File: src/rtl/antirebote_multi.sv
// antirebote_multi
// Multi-channel push-button debouncer with edge and long-press pulses.
// Every channel is an independent copy of the same pipeline:
//   BTN -> 2-flop synchronizer -> candidate + saturating stability counter
//       -> BTN_estable -> rise/fall pulses, plus a long-press counter.
//
// Ports
//   clk          system clock, all state changes on its rising edge
//   rst          synchronous active-high reset
//   BTN          raw asynchronous button levels, one bit per channel
//   BTN_estable  debounced level per channel
//   pulso_sube   one-cycle pulse in the first cycle BTN_estable shows 1
//   pulso_baja   one-cycle pulse in the first cycle BTN_estable shows 0
//   pulso_largo  one-cycle pulse once per press, the cycle after the channel
//                has been debounced-high for LARGO_CICLOS cycles
module antirebote_multi #(
  parameter int N_CANALES      = 4,
  parameter int ESTABLE_CICLOS = 65536,
  parameter int LARGO_CICLOS   = 50000000
) (
  input  logic                 clk,
  input  logic                 rst,
  input  logic [N_CANALES-1:0] BTN,
  output logic [N_CANALES-1:0] BTN_estable,
  output logic [N_CANALES-1:0] pulso_sube,
  output logic [N_CANALES-1:0] pulso_baja,
  output logic [N_CANALES-1:0] pulso_largo
);

  localparam int W_EST = $clog2(ESTABLE_CICLOS + 1);
  localparam int W_LAR = $clog2(LARGO_CICLOS + 1);

  localparam logic [W_EST-1:0] EST_MAX = W_EST'(ESTABLE_CICLOS);
  localparam logic [W_EST-1:0] EST_UNO = W_EST'(1);
  localparam logic [W_LAR-1:0] LAR_MAX = W_LAR'(LARGO_CICLOS);
  localparam logic [W_LAR-1:0] LAR_UNO = W_LAR'(1);

  for (genvar g = 0; g < N_CANALES; g++) begin : g_canal
    logic             sinc1_r;
    logic             sinc2_r;
    logic             cand_r;
    logic [W_EST-1:0] cnt_est_r;
    logic             estable_r;
    logic             sube_r;
    logic             baja_r;
    logic [W_LAR-1:0] cnt_lar_r;
    logic             largo_hecho_r;
    logic             largo_r;
    logic             acepta_s;

    // The candidate has been seen unchanged long enough and differs from the
    // current debounced level. A mismatch on sinc2 this cycle vetoes it,
    // because the candidate reload has priority over everything else.
    assign acepta_s = (sinc2_r == cand_r) && (cnt_est_r == EST_MAX) &&
                      (estable_r != cand_r);

    // Two-flop synchronizer for the asynchronous button input.
    always_ff @(posedge clk) begin
      if (rst) begin
        sinc1_r <= 1'b0;
        sinc2_r <= 1'b0;
      end else begin
        sinc1_r <= BTN[g];
        sinc2_r <= sinc1_r;
      end
    end

    // Candidate level and saturating stability counter.
    always_ff @(posedge clk) begin
      if (rst) begin
        cand_r    <= 1'b0;
        cnt_est_r <= '0;
      end else if (sinc2_r != cand_r) begin
        cand_r    <= sinc2_r;
        cnt_est_r <= '0;
      end else if (cnt_est_r < EST_MAX) begin
        cnt_est_r <= cnt_est_r + EST_UNO;
      end else begin
        cnt_est_r <= cnt_est_r;
      end
    end

    // Debounced level and its registered edge pulses (same edge as the level).
    always_ff @(posedge clk) begin
      if (rst) begin
        estable_r <= 1'b0;
        sube_r    <= 1'b0;
        baja_r    <= 1'b0;
      end else begin
        sube_r <= acepta_s & cand_r;
        baja_r <= acepta_s & ~cand_r;
        if (acepta_s) begin
          estable_r <= cand_r;
        end else begin
          estable_r <= estable_r;
        end
      end
    end

    // Long-press counter; the done flag limits the pulse to one per press.
    always_ff @(posedge clk) begin
      if (rst) begin
        cnt_lar_r     <= '0;
        largo_hecho_r <= 1'b0;
        largo_r       <= 1'b0;
      end else if (!estable_r) begin
        cnt_lar_r     <= '0;
        largo_hecho_r <= 1'b0;
        largo_r       <= 1'b0;
      end else begin
        if (cnt_lar_r < LAR_MAX) begin
          cnt_lar_r <= cnt_lar_r + LAR_UNO;
        end else begin
          cnt_lar_r <= cnt_lar_r;
        end
        largo_r       <= (cnt_lar_r == LAR_MAX) && !largo_hecho_r;
        largo_hecho_r <= largo_hecho_r | (cnt_lar_r == LAR_MAX);
      end
    end

    assign BTN_estable[g] = estable_r;
    assign pulso_sube[g]  = sube_r;
    assign pulso_baja[g]  = baja_r;
    assign pulso_largo[g] = largo_r;
  end

endmodule

File: config.mk
export PLATFORM = sky130hd
export DESIGN_NAME = antirebote_multi
export DESIGN_NICKNAME = d
export VERILOG_FILES = /design/src/rtl/antirebote_multi.sv
export SDC_FILE = /design/constraint.sdc
export NUM_CORES = 1
export LEC_CHECK = 0
export CORE_MARGIN = 10
export CORE_UTILIZATION = 56
export DETAILED_ROUTE_END_ITERATION = 16
export PLACE_DENSITY = 0.76
export SYNTH_ARGS = -nofsm -noshare
export SYNTH_HDL_FRONTEND = slang
export SYNTH_SLANG_ARGS = --single-unit
export TNS_END_PERCENT = 50
File: constraint.sdc
create_clock -name clk -period 1.9 [get_ports clk]
set_clock_uncertainty 0.05 [all_clocks]
set_input_delay 0.19 -clock clk [delete_from_list [all_inputs] [get_ports clk]]
set_output_delay 0.19 -clock clk [all_outputs]
set_load 0.005 [all_outputs]
==> flow_summary_export.csv <==
group,metric,value,unit
outcome,status,"complete, but fails checks",
outcome,violations,"setup timing",
placed_design,place_area,11300,um2
clocking,cts_tree,"yes",
die,row_count,49,
synth,synth_seq_cells,204,
clocking,clk_latency,500,ps
sta,rsz0062_at_grt,"yes",
die,fp.dieW,155,um
grt,grtUsageMet1,0.233,
sta,slew_viol_final,0,
power,power_density,670,nW/um2
grt,overflow,0,
sta,max-slew-margin-rel,0.628,
grt,grtUsageTotal,0.184,
sta,min_period,1980,ps
detailed_routing,drt_first_pass_iters,5,
worst_setup_path,crit_chain,"a21oi_1, o21ai_0, o22a_2, clkbuf_16, or4_1, a21oi_1",
sta,fin_ws,-84.5,ps
detailed_routing,totalWireLength,24100,um
synth,synth_ff_type,"dfxtp_1",
min_path,min_from,"BTN[1]",
finish,diodes,0,
synth,yosysMostFrequentCell,"dfxtp_1",
placed_design,port_buffers,21,
synth,synth_top_area_frac,0.402,
sta,fin_crit_sh,1.04,
die,core-area,17900,um2
worst_setup_path,worstPathRequired,2280,ps
finish,fin_nets,1356,
clocking,clk_pin_slew,60,ps
finish,stdcell_count,1574,
worst_setup_path,startpoint_type,"flip-flop",
power,finalPower,0.00846,W
placed_design,place.gp.congestion,0.856,
finish,stdcell_area,12600,um2
sta,tightest_slew,554,ps
clocking,h-tree-depth,1,
job,drv_cap,0,
grt,antenna_found_initial,0,
worst_setup_path,cp_max_fo,14,
detailed_routing,drtIter0Drc,484,
grt,first_global_vias,8697,
die,floorplan.initialDensity,0.568,
sta,fin_setup_tns,-1680,ps
worst_setup_path,crit_top_cell,"a21oi_1",
finish,area_delta_synth_final,24.2,%
synth,synth_fp_nets,1229,
clocking,postCtsHoldBufs,0,
worst_setup_path,critical_path_arrival,2370,ps
sta,hold_viol,0,
synth,synth_cell_type_count,76,
synth,ys_top_cells_by_area,"dfxtp_1 (40%), nor2_1 (4.5%), a21oi_1 (3.9%), nand2_1 (3.8%), xor2_1 (3.0%)",
synth,synth_top_cell_by_area,"dfxtp_1",
placed_design,dpl.hpwl,15500,um
placed_design,post-place-cells,1519,
worst_setup_path,crit_start,"g_canal[0].cnt_lar_r[24]$_SDFFE_PP0N_",
clocking,cts_buffers,23,
grt,grt_pass1_wl,39200,um
die,die_y,155,um
synth,yosysSeqAreaShare,0.402,
synth,yosys_warnings,0,
synth,synth_common_cells,"dfxtp_1 (204), nor2_1 (121), nand2_1 (102)",
worst_setup_path,critPathMaxStageDelay,500,ps
power,p_leak,4.42,nW
finish,drive_gt1_frac,0.215,
synth,synthArstFlopShare,0,
grt,met3_usage,0.0275,
die,io_pins,22,
sta,max_freq,504,MHz
synth,netlist_area,10200,um2
detailed_routing,via_count,9332,
worst_setup_path,worstSetupPathType,"flip-flop to flip-flop",
clocking,cts_root_buf,"clkbuf_16",
grt,grt_max_degree,30,
detailed_routing,antenna_left,0,
min_path,hold_path_class,"primary input to flip-flop",
worst_setup_path,cp_num_buf_inv,1,
sta,whs,194,ps
synth,synth-edff-count,0,
grt,gr-max-usage-layer,"met2",
sta,setup_viol,46,
die,dieArea,24000,um2
clocking,cts_max_path_buffers,3,
grt,met2_usage,0.317,
synth,avgSynthCellArea,8.43,um2
clocking,clock-sinks,204,
power,vdd_drop_max,0.000850,V
synth,netlist_instances,1207,
worst_setup_path,cpMaxStageDelayCell,"or4_1",
worst_setup_path,critPathCaptureType,"flip-flop",
detailed_routing,vias_per_cell,5.93,
worst_setup_path,reg2reg_from,"g_canal[0].cnt_lar_r[24]$_SDFFE_PP0N_",
detailed_routing,drc,0,
worst_setup_path,critical_path.top_delay_family,"compound AO/OA/AOI/OAI gates",
detailed_routing,avgRoutedWirePerCell,15.3,um
[state kept, by name, indices dropped and copies added (netlist names)]
| signal | count |
|---|---|
| g_canal.baja_r | 4 |
| g_canal.cand_r | 4 |
| g_canal.cnt_est_r | 68 |
| g_canal.cnt_lar_r | 104 |
| g_canal.estable_r | 4 |
| g_canal.largo_hecho_r | 4 |
| g_canal.largo_r | 4 |
| g_canal.sinc1_r | 4 |
| g_canal.sinc2_r | 4 |
| g_canal.sube_r | 4 |
[power by group]
group	internal (W)	switching, W
Clock	0.00228	0.00168
Sequential	0.00431	0.0000293
Combinational	0.0000724	0.0000842
Total	0.00666	0.00180
[layer usage]
layer | routed length, um | vias up
met5 | 0 | -
met4 | 465 | 0
met3 | 1070 | 38
met2 | 11800 | 223
met1 | 10800 | 4420
li1 | - | 4651
[through the flow]
step           worst slack (ps)  utilization
2_1_floorplan             -21.2            -
6_report                  -84.5        0.705
4_1_cts                   -37.7        0.672
3_3_place_gp              -11.1        0.631
5_1_grt                    -154        0.705
3_5_place_dp              -96.9        0.631
[path summary, 6_finish.rpt]
check | to | slack, ps | cells after the start
worst max-delay path | g_canal[0].cnt_lar_r[4]$_SDFFE_PP0N_ | -80 | 6
worst min-delay path | g_canal[1].sinc1_r$_SDFF_PP0_ | 190 | 2
worst max register to register | g_canal[0].cnt_lar_r[4]$_SDFFE_PP0N_ | -80 | 6
worst min register to register | g_canal[2].largo_r$_SDFF_PP0_ | 380 | 1
[kinds of logic (layout without fill, tap and decap cells)]
kind of cell    count (synthesis)  after routing  share of synthesized area
buf+inv                       100            235                     0.0503
simple gates                  586            586                      0.318
compound gates                221            224                      0.139
mux                            22             22                     0.0217
xor+xnor                       58             58                     0.0500
fa+ha+maj                      16             16                     0.0197
flops                         204            204                      0.402
[worst register-to-register path, stage by stage (launching register included)]
cell	delay (ps)
dfxtp_4	370
a21oi_1	150
o21ai_0	150
o22a_2	350
clkbuf_16	200
or4_1	510
a21oi_1	130
[cells in the final DEF, fill, tap and decap left out, types with 10 or more instances in the layout]
master           instances
xor2_1                  35
and3_1                  21
dfxtp_1                195
buf_4                  130
clkdlybuf4s50_1         21
xnor2_1                 23
nand2_1                102
ha_1                    16
nor2_1                 120
nand3_1                 50
nor2b_1                 29
a21oi_2                 16
o211ai_1                10
nand2b_1                21
o21ai_0                 38
nor4b_1                 10
and4_1                  16
o31ai_1                 25
and2_1                  12
a31oi_1                 13
nor3_1                  17
mux2i_1                 22
or4_4                   18
inv_1                   31
clkbuf_16               25
nor4_1                  16
a21oi_1                 63
or3_1                   32
or4_1                   22
nand4_1                 45
[repair_timing]
item                       CTS  global route
resized for setup           10           104
buffers inserted             1            11
setup endpoints to repair   30            90
cloned                       2             5
pin swaps                   11            49
[cell type report]
cell class | instances | area (um2)
Inverter | 31 | 116
Clock inverter | 7 | 43.8
Tap cell | 229 | 287
Clock buffer | 29 | 618
Fill cell | 1348 | 5270
Multi-Input combinational cell | 906 | 6010
Sequential cell | 204 | 4100
Timing Repair Buffer | 168 | 1450
Power figures use the tool's default switching activity.
